===== config.mk =====
export PLATFORM = sky130hd
export DESIGN_NAME = flow_update_engine
export DESIGN_NICKNAME = d
export VERILOG_FILES = /design/src/rtl/flow_update_engine.sv
export SDC_FILE = /design/constraint.sdc
export NUM_CORES = 2
export LEC_CHECK = 0
export ABC_AREA = 1
export BUFFER_PORTS_ARGS = -buffer_cell sky130_fd_sc_hd__buf_4
export CAP_MARGIN = 20
export CORE_MARGIN = 5
export CORE_UTILIZATION = 38
export DETAILED_ROUTE_END_ITERATION = 8
export PLACE_DENSITY = 0.57
export SLEW_MARGIN = 15
export SYNTH_ARGS = -nofsm -noshare
export SYNTH_HDL_FRONTEND = slang
export SYNTH_SLANG_ARGS = --single-unit

===== constraint.sdc =====
create_clock -name clk -period 7.1 [get_ports clk]
set_input_delay 1.065 -clock clk [delete_from_list [all_inputs] [get_ports clk]]
set_output_delay 1.065 -clock clk [all_outputs]
set_load 0.01 [all_outputs]

===== src/rtl/flow_update_engine.sv =====
`default_nettype none
// ============================================================================
// Module  : flow_update_engine
// Brief   : Read-modify-write of flow records (saturating pkt/byte counters)
//           with in-flight address hazard tracking.
// Revision: 1.0
// ============================================================================

`ifndef FLOW_RAM_ADDR_WIDTH
`define FLOW_RAM_ADDR_WIDTH 12
`endif
`ifndef FLOW_RAM_WORD_WIDTH
`define FLOW_RAM_WORD_WIDTH 72
`endif

module flow_update_engine #(
  parameter int ADDR_WIDTH   = `FLOW_RAM_ADDR_WIDTH,
  parameter int WORD_WIDTH   = `FLOW_RAM_WORD_WIDTH,
  parameter int SIZE_WIDTH   = 16,
  parameter int MAX_INFLIGHT = 16
) (
  input  logic                  clk,
  input  logic                  reset,
  input  logic                  pkt_valid,
  output logic                  pkt_ready,
  input  logic [ADDR_WIDTH-1:0] pkt_addr,
  input  logic [SIZE_WIDTH-1:0] pkt_size,
  output logic                  sram_read_en,
  input  logic                  sram_read_ready,
  output logic [ADDR_WIDTH-1:0] sram_read_addr,
  input  logic [WORD_WIDTH-1:0] sram_read_data,
  input  logic                  sram_read_data_new,
  output logic                  sram_write_en,
  input  logic                  sram_write_ready,
  output logic [ADDR_WIDTH-1:0] sram_write_addr,
  output logic [WORD_WIDTH-1:0] sram_write_data,
  output logic                  idle,
  output logic                  resp_err
);

  localparam int c_IDX_W = $clog2(MAX_INFLIGHT);
  localparam int c_PTR_W = c_IDX_W + 1;

  logic [c_PTR_W-1:0]    r_alloc, r_issue, r_resp, r_wb;
  logic [ADDR_WIDTH-1:0] r_ent_addr [MAX_INFLIGHT];
  logic [SIZE_WIDTH-1:0] r_ent_size [MAX_INFLIGHT];
  logic [WORD_WIDTH-1:0] r_ent_data [MAX_INFLIGHT];

  logic                  r_rd_en;
  logic [ADDR_WIDTH-1:0] r_rd_addr;
  logic                  r_wr_en;
  logic [ADDR_WIDTH-1:0] r_wr_addr;
  logic [WORD_WIDTH-1:0] r_wr_data;
  logic                  r_resp_err;

  logic [c_PTR_W-1:0]    w_occ;
  logic [c_IDX_W-1:0]    w_off;
  logic                  w_hazard;
  logic                  w_accept, w_rd_fire, w_wr_fire, w_resp_ok, w_resp_stray;
  logic [c_IDX_W-1:0]    w_alloc_idx, w_resp_idx;
  logic [c_PTR_W-1:0]    w_alloc_nxt, w_issue_nxt, w_resp_nxt, w_wb_nxt;
  logic [32:0]           w_sum;
  logic [WORD_WIDTH-1:0] w_upd;
  logic                  w_rd_en_nxt, w_wr_en_nxt;
  logic [ADDR_WIDTH-1:0] w_rd_addr_nxt, w_wr_addr_nxt;
  logic [WORD_WIDTH-1:0] w_wr_data_nxt;

  // Occupancy never exceeds MAX_INFLIGHT, so its MSB alone means "full".
  assign w_occ       = r_alloc - r_wb;
  assign w_alloc_idx = r_alloc[c_IDX_W-1:0];
  assign w_resp_idx  = r_resp[c_IDX_W-1:0];

  always_comb begin
    w_hazard = 1'b0;
    w_off    = '0;
    for (int i = 0; i < MAX_INFLIGHT; i++) begin
      w_off = c_IDX_W'(i) - r_wb[c_IDX_W-1:0];
      if (({1'b0, w_off} < w_occ) && (r_ent_addr[i] == pkt_addr))
        w_hazard = 1'b1;
    end
  end

  assign pkt_ready    = !w_occ[c_IDX_W] && !w_hazard;
  assign w_accept     = pkt_valid && pkt_ready;
  assign w_rd_fire    = r_rd_en && sram_read_ready;
  assign w_wr_fire    = r_wr_en && sram_write_ready;
  assign w_resp_ok    = sram_read_data_new && (r_resp != r_issue);
  assign w_resp_stray = sram_read_data_new && (r_resp == r_issue);

  always_comb begin
    w_upd        = sram_read_data;
    w_sum        = {1'b0, sram_read_data[31:0]} + 33'(r_ent_size[w_resp_idx]);
    w_upd[63:32] = (&sram_read_data[63:32]) ? sram_read_data[63:32]
                                            : sram_read_data[63:32] + 32'd1;
    w_upd[31:0]  = w_sum[32] ? 32'hFFFF_FFFF : w_sum[31:0];
  end

  assign w_alloc_nxt = r_alloc + {{c_IDX_W{1'b0}}, w_accept};
  assign w_issue_nxt = r_issue + {{c_IDX_W{1'b0}}, w_rd_fire};
  assign w_resp_nxt  = r_resp  + {{c_IDX_W{1'b0}}, w_resp_ok};
  assign w_wb_nxt    = r_wb    + {{c_IDX_W{1'b0}}, w_wr_fire};

  // Registered outputs are preloaded from the entry each pointer will point
  // at next; entries written this very cycle are forwarded from their source.
  always_comb begin
    w_rd_en_nxt   = (w_issue_nxt != w_alloc_nxt);
    w_rd_addr_nxt = r_ent_addr[w_issue_nxt[c_IDX_W-1:0]];
    if (w_accept && (w_issue_nxt == r_alloc))
      w_rd_addr_nxt = pkt_addr;

    w_wr_en_nxt   = (w_wb_nxt != w_resp_nxt);
    w_wr_addr_nxt = r_ent_addr[w_wb_nxt[c_IDX_W-1:0]];
    w_wr_data_nxt = r_ent_data[w_wb_nxt[c_IDX_W-1:0]];
    if (w_resp_ok && (w_wb_nxt == r_resp))
      w_wr_data_nxt = w_upd;
  end

  always_ff @(posedge clk) begin
    if (w_accept) begin
      r_ent_addr[w_alloc_idx] <= pkt_addr;
      r_ent_size[w_alloc_idx] <= pkt_size;
    end
    if (w_resp_ok)
      r_ent_data[w_resp_idx] <= w_upd;
  end

  always_ff @(posedge clk or posedge reset) begin
    if (reset) begin
      r_alloc    <= '0;
      r_issue    <= '0;
      r_resp     <= '0;
      r_wb       <= '0;
      r_rd_en    <= 1'b0;
      r_rd_addr  <= '0;
      r_wr_en    <= 1'b0;
      r_wr_addr  <= '0;
      r_wr_data  <= '0;
      r_resp_err <= 1'b0;
    end else begin
      r_alloc    <= w_alloc_nxt;
      r_issue    <= w_issue_nxt;
      r_resp     <= w_resp_nxt;
      r_wb       <= w_wb_nxt;
      r_rd_en    <= w_rd_en_nxt;
      r_wr_en    <= w_wr_en_nxt;
      if (w_rd_en_nxt)
        r_rd_addr <= w_rd_addr_nxt;
      if (w_wr_en_nxt) begin
        r_wr_addr <= w_wr_addr_nxt;
        r_wr_data <= w_wr_data_nxt;
      end
      if (w_resp_stray)
        r_resp_err <= 1'b1;
    end
  end

  assign sram_read_en    = r_rd_en;
  assign sram_read_addr  = r_rd_addr;
  assign sram_write_en   = r_wr_en;
  assign sram_write_addr = r_wr_addr;
  assign sram_write_data = r_wr_data;
  assign idle            = (r_alloc == r_wb);
  assign resp_err        = r_resp_err;

endmodule

`default_nettype wire


==> results.toml <==
[grt]
grt_max_degree = 223
antenna_found_initial = 15
grtUsageTotal_pct = 22.4
first_global_vias = 50500
grt_pass1_wl_mm = 345
gr-total-overflow = 0

[cells_and_area]
drive_gt1_share_pct = 10.2
nets = 6681
register_area_mm2 = 0.0510
multiInputGateArea_mm2 = 0.0214
fin_area_mm2 = 0.0851
area_delta_synth_final_pct = 13.7
fillers = 18100

[cts]
cts_buffers = 178
clk_pin_slew_ns = 0.07
clockBufferDepth = 3
cts-resized-gates = 0
holdBufCountCts = 0
cts-root-buf = "clkbuf_16"
cts.sinks = 1719
insertion_delay_ns = 0.82
postCtsSetupBuffers = 0
cts_max_level = 4
cts_tree = "done"

[pwr]
combPwrFrac_pct = 44.7
swShare_pct = 43.2
clkPwrFrac_pct = 21.5
power_density_mw_per_mm2 = 507
leakage_uw = 0.0287
irDropWorstVdd_mv = 0.627
seq_power_share_pct = 33.8
switchingPower_uw = 18600
internal_power_uw = 24500

[critical_path]
critPathLaunchType = "flip-flop"
crit_start = "r_alloc[0]$_DFF_PP0_"
crit_fanout = 14
rr_startpoint = "r_alloc[0]$_DFF_PP0_"
crit_path_frequent_cell = "nand2_1"
reg2reg_to = "sram_read_addr[1]$_DFFE_PP0P_"
reg2reg_depth = 24
critPathBufInv = 2
slowest_stage = "inv_1"
cp-end-kind = "flip-flop"
crit_family = "simple AND/OR/NAND/NOR gates"
cp.required_ns = 7.84
worst-path-stages = 24
r2r_slack_ns = 1.19
crit_chain = "inv_1, ha_1, fa_1, ha_1, o21bai_1, nand2_1, nand2_1, nor2_1, nor2_1, o21ai_0, nand2_1, nand2_1, nor2_2, nand2_2, nor3b_2, ha_1, ha_1, xor2_1, xor2_1, nor4_1, nand3_1, inv_1, nand2_1, nand2_1"
crit_path_end = "sram_read_addr[1]$_DFFE_PP0P_"
max_stage_delay_ns = 0.68
crit_arrival_ns = 6.65
worst-setup-path-type = "reg2reg"

[floorplan]
die-area_mm2 = 0.206
core_region_area_mm2 = 0.195
die_w_um = 454
start_util_pct = 38.3
ios = 207
die_height_um = 454
rows = 162

[placement]
dp_slack_ns = 1.39
dpl_cell_area_mm2 = 0.0793
numPortBuffers = 206
dpl.hpwl_mm = 133
gp_congestion = 0.893

[worst_hold_path]
hp-class = "in2async"

[route]
met1_length_mm = 97.3
remaining_drc_errors = 0
top_layer = "met5"
routed-via-count = 52800
wire_per_inst_um = 25.4
met2WireLength_mm = 116
firstDrtPassIters = 6
ant_nets = 0
wl_mm = 237
drt_first_iter_violations = 6254
routed-wl-met3_mm = 16.1
routed_via_density = 5.67

[sta]
finalSetupViolations = 0
timing.final.crit_period_ns = 5.91
grt_setup_unrepaired = "false"
setup_tns_ns = 0
slew_viol_final = 0
fmax_mhz = 169
clock_skew_ns = 0.0275
hold_viol_final = 0
maxSlewHeadroom_pct = 21.5
timing.final.crit_share_pct = 83.2
tightest_slew_ns = 1.18
setup_ws_ns = 1.19

[yosys]
synth-simple-area-share_pct = 12.4
synth_xor_area_share_pct = 2.06
synth_top_family_by_area = "compound AO/OA/AOI/OAI gates"
synth_compound_area_share_pct = 12.9
ys_async_sr_fraction_pct = 6.92
synth_fa_ha_area_share_pct = 0.823
yosys_warnings = 0
syn_area_mm2 = 0.0748
syn_avg_cell_area_um2 = 11.6
muxShareOfSynthArea_pct = 0
syn-num-nets = 6622
synth.ff_latch_count = 1719
ys_seq_area_share_pct = 68.2
synth_ff_type = "edfxtp_1"
synthCells = 6468
synth_cell_types = 56
synth_edf_count = 1600

[status]
outcome = "complete, no violations"

[run]
drv_cap = 0
## how the worst min path moves through the flow
stage                              start                    to  slack (ns)  cells after the start
finish                             reset  resp_err$_DFFE_PP0P_        0.47                      2
global route          sram_read_data_new  resp_err$_DFFE_PP0P_        0.45                      2
CTS                   sram_read_data_new  resp_err$_DFFE_PP0P_        0.42                      2
detailed placement  resp_err$_DFFE_PP0P_  resp_err$_DFFE_PP0P_        0.46                      1
global placement    resp_err$_DFFE_PP0P_  resp_err$_DFFE_PP0P_        0.45                      1
floorplan           resp_err$_DFFE_PP0P_  resp_err$_DFFE_PP0P_        0.49                      1
## through the flow
| stage | utilization, % | total power, uW | instances | hold WS [ns] |
|---|---|---|---|---|
| after floorplan | - | 26900 | 6468 | 0.493 |
| after global placement | 40.5 | 33600 | 8963 | 0.447 |
| after detailed placement | 40.6 | 33900 | 8970 | 0.458 |
| after CTS | 43.5 | 43100 | 9307 | 0.419 |
| after global routing | 43.5 | 45600 | 9312 | 0.455 |
| final | 43.6 | 43100 | 9315 | 0.469 |
## cell type report
cell class                      instances  share of cell area [%]
Antenna cell                            7                  0.0206
Clock buffer                          242                    5.74
Clock inverter                         95                    1.05
Inverter                              261                    1.19
Multi-Input combinational cell       4056                    25.1
Sequential cell                      1719                    60.0
Tap cell                             2624                    3.86
Timing Repair Buffer                  311                    3.04
## state kept, by name, summed over array words and instances (netlist names)
| register | cells |
|---|---|
| sram_read_addr | 12 |
| r_alloc | 5 |
| r_resp | 5 |
| sram_read_en | 1 |
| sram_write_en | 1 |
| r_ent_data | 1152 |
| sram_write_data | 72 |
| resp_err | 1 |
| r_wb | 5 |
| r_ent_size | 256 |
| sram_write_addr | 12 |
| r_issue | 5 |
| r_ent_addr | 192 |
## logic make-up (layout without fill, tap and decap cells)
logic type      after synthesis  after routing
other cells                   0              7
xor+xnor                    176            176
compound gates             1664           1664
fa+ha+maj                    48             48
flops                      1719           1719
simple gates               2168           2168
buf+inv                     693            909
## power by group through the flow
stage / registers (uW) / logic, uW / clock network [uW]
2_1_floorplan: 14500 / 12400 / 0
6_report: 14600 / 19300 / 9250
5_1_grt: 14700 / 21100 / 9820
3_3_place_gp: 14800 / 18800 / 0
4_1_cts: 14600 / 19100 / 9390
3_5_place_dp: 14800 / 19100 / 0
## metal layers
metal  GRT usage, %  vias up
li1               -    23800
met1           30.0    26500
met2           37.6     2150
met3           3.17      404
met4           7.25       10
met5              0        -
## cell usage after synthesis (all sizes together), types with 4 or more instances
library cell	instances	area [um2]
o211ai	118	886
o21ai	927	4650
or2	24	150
nand4	105	657
nand2	731	2780
xor2	68	596
inv	257	967
clkbuf	314	1180
a31oi	29	181
xnor2	108	946
buf	118	587
a21o	5	37.5
nor2	843	3220
nor3	36	190
dfrtp	119	2980
a22oi	64	480
clkinv	4	16.3
nor4	13	87.6
nand3	406	2080
ha	46	576
o22ai	148	926
o31ai	6	45.0
nand3b	6	45.0
o221ai	153	1340
edfxtp	1600	48000
a21oi	207	1050
## placed cells by master (no fill, tap or decap), types with 21 or more instances in the layout
master     count
edfxtp_1    1600
o21ai_0      918
nor2_1       802
nand2_1      715
nand3_1      400
buf_4        291
inv_1        240
a21oi_1      203
clkbuf_16    181
o221ai_1     153
o22ai_1      148
o211ai_1     118
dfrtp_1      117
xnor2_1      108
nand4_1      105
xor2_1        66
a22oi_1       64
clkbuf_1      48
clkinv_1      43
ha_1          42
nor2_4        36
nor3_1        34
a31oi_1       29
clkinv_2      26
or2_2         21
## worst register-to-register path: stages (launching register included)
cell and delay [ns]:
dfrtp_1 0.48, inv_1 0.15, ha_1 0.27, fa_1 0.58, ha_1 0.27, o21bai_1 0.25
nand2_1 0.14, nand2_1 0.10, nor2_1 0.04, nor2_1 0.07, o21ai_0 0.25, nand2_1 0.15
nand2_1 0.07, nor2_2 0.09, nand2_2 0.13, nor3b_2 0.30, ha_1 0.23, ha_1 0.19
xor2_1 0.23, xor2_1 0.10, nor4_1 0.25, nand3_1 0.61, inv_1 0.68, nand2_1 0.11
nand2_1 0.09
(Power assumes the default switching activity.)
